`src/rtl/alu_writeback.sv`:
```
// ALU writeback: owns SREG, queues register-file writes (2 deep), flags RAW hazards on queued writes.
// Latency: SREG updates on the accepting edge; register write appears on rf_wr_* one cycle after accept.
// Backpressure: rf_wr_ready low holds the head entry; in_ready drops when 2 writes are queued. WB_BYPASS_EN adds forwarding.
module alu_writeback #(
    parameter int DATA_WIDTH = 8,
    parameter int ADDR_WIDTH = 5
) (
    input  logic                  clk,
    input  logic                  reset,
    input  logic                  in_valid,
    output logic                  in_ready,
    input  logic [DATA_WIDTH-1:0] in_data,
    input  logic [DATA_WIDTH-1:0] in_flags,
    input  logic [ADDR_WIDTH-1:0] in_addr,
    input  logic                  in_wr_rf,
    input  logic                  in_wr_sreg,
    input  logic                  bit_op_valid,
    input  logic                  bit_op_set,
    input  logic [2:0]            bit_op_idx,
    output logic [DATA_WIDTH-1:0] sreg,
    output logic                  rf_wr_en,
    input  logic                  rf_wr_ready,
    output logic [ADDR_WIDTH-1:0] rf_wr_addr,
    output logic [DATA_WIDTH-1:0] rf_wr_data,
    input  logic [ADDR_WIDTH-1:0] chk_addr_a,
    input  logic [ADDR_WIDTH-1:0] chk_addr_b,
    output logic                  hazard
`ifdef WB_BYPASS_EN
    ,
    output logic                  byp_a_valid,
    output logic [DATA_WIDTH-1:0] byp_a_data,
    output logic                  byp_b_valid,
    output logic [DATA_WIDTH-1:0] byp_b_data
`endif
);

    typedef enum logic [1:0] {
        Q_EMPTY = 2'd0,
        Q_ONE   = 2'd1,
        Q_FULL  = 2'd2
    } q_state_t;

    typedef struct packed {
        logic [ADDR_WIDTH-1:0] addr;
        logic [DATA_WIDTH-1:0] data;
    } wb_ent_t;

    q_state_t              state, state_nxt;
    wb_ent_t               ent_q [2];
    logic                  wr_ptr, rd_ptr;
    logic [1:0]            ent_vld;
    logic [1:0]            match_a, match_b;
    logic                  accept, push, pop;
    logic [DATA_WIDTH-1:0] sreg_nxt;

    assign in_ready = (state != Q_FULL) & ~reset;
    assign accept   = in_valid & in_ready;
    assign push     = accept & in_wr_rf;
    assign rf_wr_en = (state != Q_EMPTY);
    assign pop      = rf_wr_en & rf_wr_ready;

    assign rf_wr_addr = ent_q[rd_ptr].addr;
    assign rf_wr_data = ent_q[rd_ptr].data;

    always_ff @(posedge clk) begin
        if (reset) begin
            state <= Q_EMPTY;
        end else begin
            state <= state_nxt;
        end
    end

    always_comb begin
        state_nxt = state;
        case (state)
            Q_EMPTY: if (push) state_nxt = Q_ONE;
            Q_ONE: begin
                if (push && !pop)      state_nxt = Q_FULL;
                else if (!push && pop) state_nxt = Q_EMPTY;
            end
            Q_FULL:  if (pop) state_nxt = Q_ONE;
            default: state_nxt = Q_EMPTY;
        endcase
    end

    // Entry storage is cleared on reset so the write port reads zero afterwards.
    always_ff @(posedge clk) begin
        if (reset) begin
            ent_q[0] <= '0;
            ent_q[1] <= '0;
            wr_ptr   <= 1'b0;
            rd_ptr   <= 1'b0;
        end else begin
            if (push) begin
                ent_q[wr_ptr] <= '{addr: in_addr, data: in_data};
                wr_ptr        <= ~wr_ptr;
            end
            if (pop) begin
                rd_ptr <= ~rd_ptr;
            end
        end
    end

    // Flags land first, then a same-cycle bit op overrides just its bit.
    always_comb begin
        sreg_nxt = sreg;
        if (accept && in_wr_sreg) sreg_nxt = in_flags;
        if (bit_op_valid)         sreg_nxt[bit_op_idx] = bit_op_set;
    end

    always_ff @(posedge clk) begin
        if (reset) begin
            sreg <= '0;
        end else begin
            sreg <= sreg_nxt;
        end
    end

    always_comb begin
        ent_vld = 2'b00;
        case (state)
            Q_ONE:   ent_vld[rd_ptr] = 1'b1;
            Q_FULL:  ent_vld = 2'b11;
            default: ent_vld = 2'b00;
        endcase
        for (int i = 0; i < 2; i++) begin
            match_a[i] = ent_vld[i] & (ent_q[i].addr == chk_addr_a);
            match_b[i] = ent_vld[i] & (ent_q[i].addr == chk_addr_b);
        end
    end

`ifdef WB_BYPASS_EN
    // The youngest entry always sits just behind the write pointer.
    assign hazard      = 1'b0;
    assign byp_a_valid = |match_a;
    assign byp_b_valid = |match_b;
    assign byp_a_data  = match_a[~wr_ptr] ? ent_q[~wr_ptr].data : ent_q[wr_ptr].data;
    assign byp_b_data  = match_b[~wr_ptr] ? ent_q[~wr_ptr].data : ent_q[wr_ptr].data;
`else
    assign hazard = (|match_a) | (|match_b);
`endif

endmodule

```
`config.mk`:
```
export PLATFORM = sky130hd
export DESIGN_NAME = alu_writeback
export DESIGN_NICKNAME = d
export VERILOG_FILES = /design/src/rtl/alu_writeback.sv
export SDC_FILE = /design/constraint.sdc
export NUM_CORES = 1
export LEC_CHECK = 0
export CAP_MARGIN = 10
export CORE_MARGIN = 2
export CORE_UTILIZATION = 41
export DETAILED_ROUTE_END_ITERATION = 10
export DONT_BUFFER_PORTS = 1
export SLEW_MARGIN = 10
export SYNTH_ARGS = -nofsm -noshare
export SYNTH_HDL_FRONTEND = slang
export SYNTH_SLANG_ARGS = --single-unit
```
`constraint.sdc`:
```
create_clock -name clk -period 2.2 [get_ports clk]
set_input_delay 0.22 -clock clk [delete_from_list [all_inputs] [get_ports clk]]
set_output_delay 0.22 -clock clk [all_outputs]
set_load 0.05 [all_outputs]
```
==> qor.txt, run 1 <==
Outcome = finished, final reports clean
Worst Path Max Fanout = 3
DR vias = 1480
Req. time, crit path = 1.98 ns
Max Cap Viol = 0
Hold Violations, Final = 0
Synth cell count leaders = and3_1 (27), edfxtp_1 (26), xnor2_1 (21)
Root buf cell = clkbuf_8
R2R Setup Slk = 0.33 ns
Setup TNS = 0 ns
Clock latency on the worst-skew pair = 0.30 ns
DRT Pass-1 Iters = 5
Proportion of layout cells with a drive suffix above 1 = 17.3%
1st-iter DRT viols = 75
Number of routed nets with antenna violations = 0
Row cnt = 26
VDD IR-drop max = 313 uV
Slew margin rel. = 55.1%
Final setup vio count = 0
Nets = 240
Initial antenna violation count = 0
CP dominant cell by count = nand3_1
I/O pin count = 66
Routed len/inst = 17.5 um
CP bufs+invs = 1
Placed cell area = 0.00220 mm2
Inserted Diodes = 0
Hold WC Path Type = primary input to flop
Synthesis Warnings = 0
Power Density = 782 mW/mm2
Register area = 0.00104 mm2
Area occupied by multi-input gates = 0.00102 mm2
Pleak = 0.900 nW
Seq cells post-synth = 39
CP max stage cell = edfxtp_1
Clock Skew = 0.00701 ns
Critical path capture point type = primary output
Vias in the first global route = 1472
Clock buffer depth = 2
CTS sink count = 39
CTS tree = done
Largest cells by area after synthesis = edfxtp_1 (37%), dfxtp_1 (12%), xnor2_1 (8.6%), and3_1 (7.9%), mux2_2 (6.9%)
Die Y = 76.2 um
Synth area leader = edfxtp_1
H-Tree Depth = 2
Main flop type after synthesis = edfxtp_1
Gp weighted congestion = 0.840
Layout fillers = 496
Final worst-path cycle share = 93.9%
Critical path type = flop to primary output
CTS resizes = 0
RSZ-0062 raised after global routing = false
EDFF count, synth = 26
Sequential share of the synthesized area = 48.7%
Number of library cell types mapped by synthesis = 36
Post-synth top area share = 36.6%
Drt drc = 0
Worst setup SP type = flop
Area growth from synthesis to layout = 8.67%
CP Cell Sequence = xnor2_1, nand3_1, o22ai_1, nand3_1, a31oi_1, buf_4
Port buffer count = 0
FMAX = 0.484 GHz
Syn_area_per_cell = 11.0 um2
TritonCTS buffer count = 5
Max-slew violations = 0
Worst-path clk slew = 0.08 ns
Most frequent cell after synthesis = and3_1
Drt via density = 5.56
Core ar. = 0.00507 mm2
Top delay family on crit path = flip-flops
Finished layout cell area = 0.00232 mm2
Worst Tran Pin Value = 0.673 ns
Die area = 0.00580 mm2
Post-Route WL = 4650 um
Largest net degree at the start of global routing = 29
DIE WIDTH = 76.2 um
CTS Hold Bufs = 1
GR Overflow Total = 0
Dpl ws = 0.379 ns
First-pass GRT wire length = 7270 um
Max stage delay on crit path = 0.45 ns
DP HPWL = 3270 um
Total placed cells including tap cells = 257
Final worst setup slack = 0.134 ns
CP arrival = 1.85 ns
Cell count after synthesis = 194
Mapped cell area = 0.00214 mm2
Post-Syn Nets = 239
Final period demand of the worst path = 2.07 ns
All-Layer GR Usage = 16.0%
Initial Util = 42.1%
Final Non-Filler Cells = 266
Async S/R FF share, synth = 0%
# Post-CTS Setup Buffers = 0
-- final timing paths --
kind / start / end / depth (start not counted)
hold / removal: bit_op_set / sreg[4]$_SDFF_PP0_ / 2
setup / recovery: ent_q[1][12]$_SDFFCE_PN0P_ / hazard / 6
setup reg to reg: state[0]$_SDFFE_PP0P_ / sreg[2]$_SDFF_PP0_ / 7
hold reg to reg: state[1]$_SDFFE_PP0P_ / state[1]$_SDFFE_PP0P_ / 2
-- state kept, by name, indices dropped and copies added, names as in the netlist, named ones only --
signal	count
rd_ptr	1
ent_q	26
state	2
sreg	8
wr_ptr	1
-- stage by stage --
step	total power [mW]	hold slack (ns)	utilization, %
after detailed placement	1.22	0.285	43.3
after CTS	1.83	0.0615	45.7
after global routing	1.89	0.0638	45.7
after floorplan	1.18	0.397	-
after global placement	1.21	0.285	43.3
final	1.81	0.0743	45.7
-- final cells by class --
| type | count | area share [%] |
|---|---|---|
| flip-flops and latches | 39 | 44.9 |
| multi-input cells | 139 | 44.0 |
| well taps | 70 | 3.77 |
| clock buffers | 5 | 2.96 |
| clock inverters | 3 | 1.89 |
| repair buffers | 5 | 1.73 |
| inverters | 5 | 0.809 |
-- cells in the final DEF, fill, tap and decap left out, drive strengths merged --
| master | Yosys | final |
|---|---|---|
| xnor2 | 21 | 21 |
| a2111oi | 1 | 1 |
| nor2 | 17 | 17 |
| a31oi | 1 | 1 |
| nand4 | 1 | 1 |
| o21a | 1 | 1 |
| dfxtp | 13 | 13 |
| bufinv | 0 | 1 |
| or2 | 1 | 1 |
| o22ai | 2 | 2 |
| a21o | 4 | 4 |
| a211oi | 5 | 5 |
| o21ai | 4 | 4 |
| nand3b | 1 | 1 |
| ha | 3 | 3 |
| inv | 5 | 5 |
| dlygate4sd3 | 0 | 1 |
| edfxtp | 26 | 26 |
| nand2 | 5 | 5 |
| a21oi | 3 | 3 |
| nor2b | 4 | 4 |
| buf | 5 | 4 |
| clkinv | 0 | 2 |
| and3 | 28 | 28 |
| nor3 | 1 | 1 |
| nand3 | 13 | 13 |
| mux2i | 8 | 8 |
| and4bb | 1 | 1 |
| clkbuf | 6 | 5 |
| mux2 | 14 | 14 |
-- where the power goes --
group	switching (mW)	internal, mW
clock	0.266	0.338
combinational	0.212	0.108
sequential	0.0673	0.823
-- logic make-up after synthesis --
family                   share of synthesized area (%)
multiplexers                                      11.3
buffers and inverters                             3.46
AND/OR/NAND/NOR                                   18.9
XOR/XNOR                                          8.61
AO/OA/AOI/OAI                                     7.26
flip-flops                                        48.7
adder cells (fa/ha/maj)                           1.76
-- metal layers --
metal / part of all wire [%] / global-route usage (%) / wire [um]
met1: 41 / 18.4 / 1920
met2: 48 / 25.4 / 2250
met3: 8.0 / 6.64 / 371
met4: 2.2 / 8.18 / 102
met5: 0 / 0 / 0
Power figures use the tool's default switching activity.
==> inputs of run 2 (changes only) <==
==> constraint.sdc (replaced) <==
create_clock -name clk -period 2.4 [get_ports clk]
set_input_delay 0.24 -clock clk [delete_from_list [all_inputs] [get_ports clk]]
set_output_delay 0.24 -clock clk [all_outputs]
set_load 0.05 [all_outputs]
==> qor.txt, run 2 (synthesized netlist as in run 1, its figures left out) <==
Initial antenna violation count = 0 (unchanged)
Root buf cell = clkbuf_8 (unchanged)
Die Y = 76.2 um (unchanged)
Inserted Diodes = 0 (unchanged)
Final worst-path cycle share = 82.8%
Net Switching = 0.479 mW (was 0.545 mW)
Req. time, crit path = 2.16 ns (was 1.98 ns)
FF-to-FF Start = state[0]$_SDFFE_PP0P_ (unchanged)
Pleak = 0.881 nW (was 0.900 nW)
Commonest non-fill, non-tap cells in the layout = and3_1 (27), edfxtp_1 (26), xnor2_1 (21) (unchanged)
Drt via density = 5.38 (was 5.56)
Routed len/inst = 16.2 um (was 17.5 um)
Worst Hold End = sreg[1]$_SDFF_PP0_ (was sreg[4]$_SDFF_PP0_)
Largest net degree at the start of global routing = 31 (was 29)
Clock Skew = 0.00786 ns (was 0.00701 ns)
Max Cap Viol = 0 (unchanged)
CTS tree = done (unchanged)
DP HPWL = 3180 um (was 3270 um)
Vias in the first global route = 1405 (was 1472)
Row cnt = 26 (unchanged)
Hold Path Origin = bit_op_set (unchanged)
Slew margin rel. = 58.8% (was 55.1%)
Final hold slack = 0.102 ns (was 0.0743 ns)
Part of the power in combinational logic = 19.0% (was 17.6%)
Largest regs = ent_q (26), sreg (8), state (2) (unchanged)
H-Tree Depth = 2 (unchanged)
Setup TNS = 0 ns (unchanged)
First-pass GRT wire length = 6860 um (was 7270 um)
Clock latency on the worst-skew pair = 0.29 ns (was 0.30 ns)
Max-slew violations = 0 (unchanged)
VDD IR-drop max = 266 uV (was 313 uV)
Number of routed nets with antenna violations = 0 (unchanged)
TritonCTS buffer count = 5 (unchanged)
Outcome = finished, final reports clean (unchanged)
Proportion of layout cells with a drive suffix above 1 = 16.8% (was 17.3%)
GR Overflow Total = 0 (unchanged)
Seq pwr share = 53.1% (was 49.1%)
DR vias = 1430 (was 1480)
Worst Tran Pin Value = 0.617 ns (was 0.673 ns)
Hold WC Path Type = primary input to flop (unchanged)
Hold Violations, Final = 0 (unchanged)
Initial Util = 42.1% (unchanged)
Clock buffer depth = 2 (unchanged)
Max FFs per register = 26 (unchanged)
DIE WIDTH = 76.2 um (unchanged)
DRT Pass-1 Iters = 4 (was 5)
CP arrival = 1.75 ns (was 1.85 ns)
Core ar. = 0.00507 mm2 (unchanged)
R2R depth = 6 (was 7)
Nets = 240 (unchanged)
Final period demand of the worst path = 1.99 ns
Worst setup SP type = flop (unchanged)
Cells on Worst Hold Path = 2 (unchanged)
All-Layer GR Usage = 15.0% (was 16.0%)
Area growth from synthesis to layout = 7.67% (was 8.67%)
Gp weighted congestion = 0.866 (was 0.840)
I/O pin count = 66 (unchanged)
R2R Setup Slk = 0.51 ns (was 0.33 ns)
Most common cell after layout, fill and taps aside = and3_1 (unchanged)
Die area = 0.00580 mm2 (unchanged)
1st-iter DRT viols = 121 (was 75)
Power Density = 668 mW/mm2 (was 782 mW/mm2)
Final setup vio count = 0 (unchanged)
Internal Power = 1.06 mW (was 1.27 mW)
Critical path capture point type = primary output (unchanged)
Drt drc = 0 (unchanged)
Clock share of power = 27.9% (was 33.3%)
RSZ-0062 raised after global routing = false (unchanged)
Placed cell area = 0.00219 mm2 (was 0.00220 mm2)
Worst Path Max Fanout = 3 (unchanged)
Port buffer count = 0 (unchanged)
Sw Share = 31.2% (was 30.0%)
Critical path type = flop to primary output (unchanged)
FMAX = 0.503 GHz
Total placed cells including tap cells = 256 (was 257)
Finished layout cell area = 0.00230 mm2 (was 0.00232 mm2)
Worst-path clk slew = 0.08 ns (about the same)
Largest reg by FF count = ent_q (unchanged)
CTS sink count = 39 (unchanged)
Final Non-Filler Cells = 266 (unchanged)
R2r endpoint = ent_q[0][9]$_SDFFCE_PN0P_ (was sreg[2]$_SDFF_PP0_)
Post-Route WL = 4310 um (was 4650 um)
==> run 2: timing repair <==
action,in CTS,in global routing
endpoints found under the hold margin,4,9
hold buffers,1,1
buffers inserted,0,0
resized for setup,0,0
==> run 2: layout make-up <==
| cell class | count | area (um2) |
|---|---|---|
| timing repair buffer | 5 | 42.5 |
| clock inverter | 3 | 20.0 |
| tap | 70 | 87.6 |
| clock buffer | 5 | 68.8 |
| sequential | 39 | 1040 |
| fill | 489 | 2780 |
| inverter | 5 | 18.8 |
| multi-input combinational | 139 | 1020 |
==> run 2: worst max-delay path by stage <==
stage | slack (ns) | start | cells past startpoint | end
4_1_cts | 0.39 | ent_q[1][12]$_SDFFCE_PN0P_ | 6 | hazard
3_5_place_dp | 0.52 | state[0]$_SDFFE_PP0P_ | 4 | ent_q[1][5]$_SDFFCE_PN0P_
6_report | 0.41 | ent_q[1][12]$_SDFFCE_PN0P_ | 6 | hazard
5_1_grt | 0.26 | ent_q[0][9]$_SDFFCE_PN0P_ | 6 | hazard
3_3_place_gp | 0.60 | state[0]$_SDFFE_PP0P_ | 4 | ent_q[1][5]$_SDFFCE_PN0P_
2_1_floorplan | 0.35 | ent_q[1][12]$_SDFFCE_PN0P_ | 5 | hazard
==> run 2: power by group through the flow <==
stage / Clock [mW] / Combinational, mW / Sequential [mW]
2_1_floorplan: 0 / 0.270 / 0.814
3_3_place_gp: 0 / 0.279 / 0.828
3_5_place_dp: 0 / 0.286 / 0.831
4_1_cts: 0.444 / 0.290 / 0.816
5_1_grt: 0.478 / 0.312 / 0.820
6_report: 0.429 / 0.292 / 0.814
==> run 2: critical path, cell delays in order, from the launching register on <==
cell	delay, ns
edfxtp_1	0.45
xnor2_1	0.22
nand3_1	0.10
o22ai_1	0.20
o21ai_0	0.12
a31oi_1	0.14
buf_4	0.22
==> run 2: per-layer routing <==
metal	track usage, %	wire [um]
met3	5.69	328
met1	18.1	1810
met4	6.55	63
met5	0	0
met2	24.2	2110
==> run 2: metrics by stage <==
step                power, mW  setup slack, ns  util [%]
CTS                      1.55            0.390      45.1
global route             1.61            0.256      45.3
global placement         1.11            0.599      43.2
floorplan                1.08            0.345         -
finish                   1.54            0.413      45.3
detailed placement       1.12            0.521      43.2
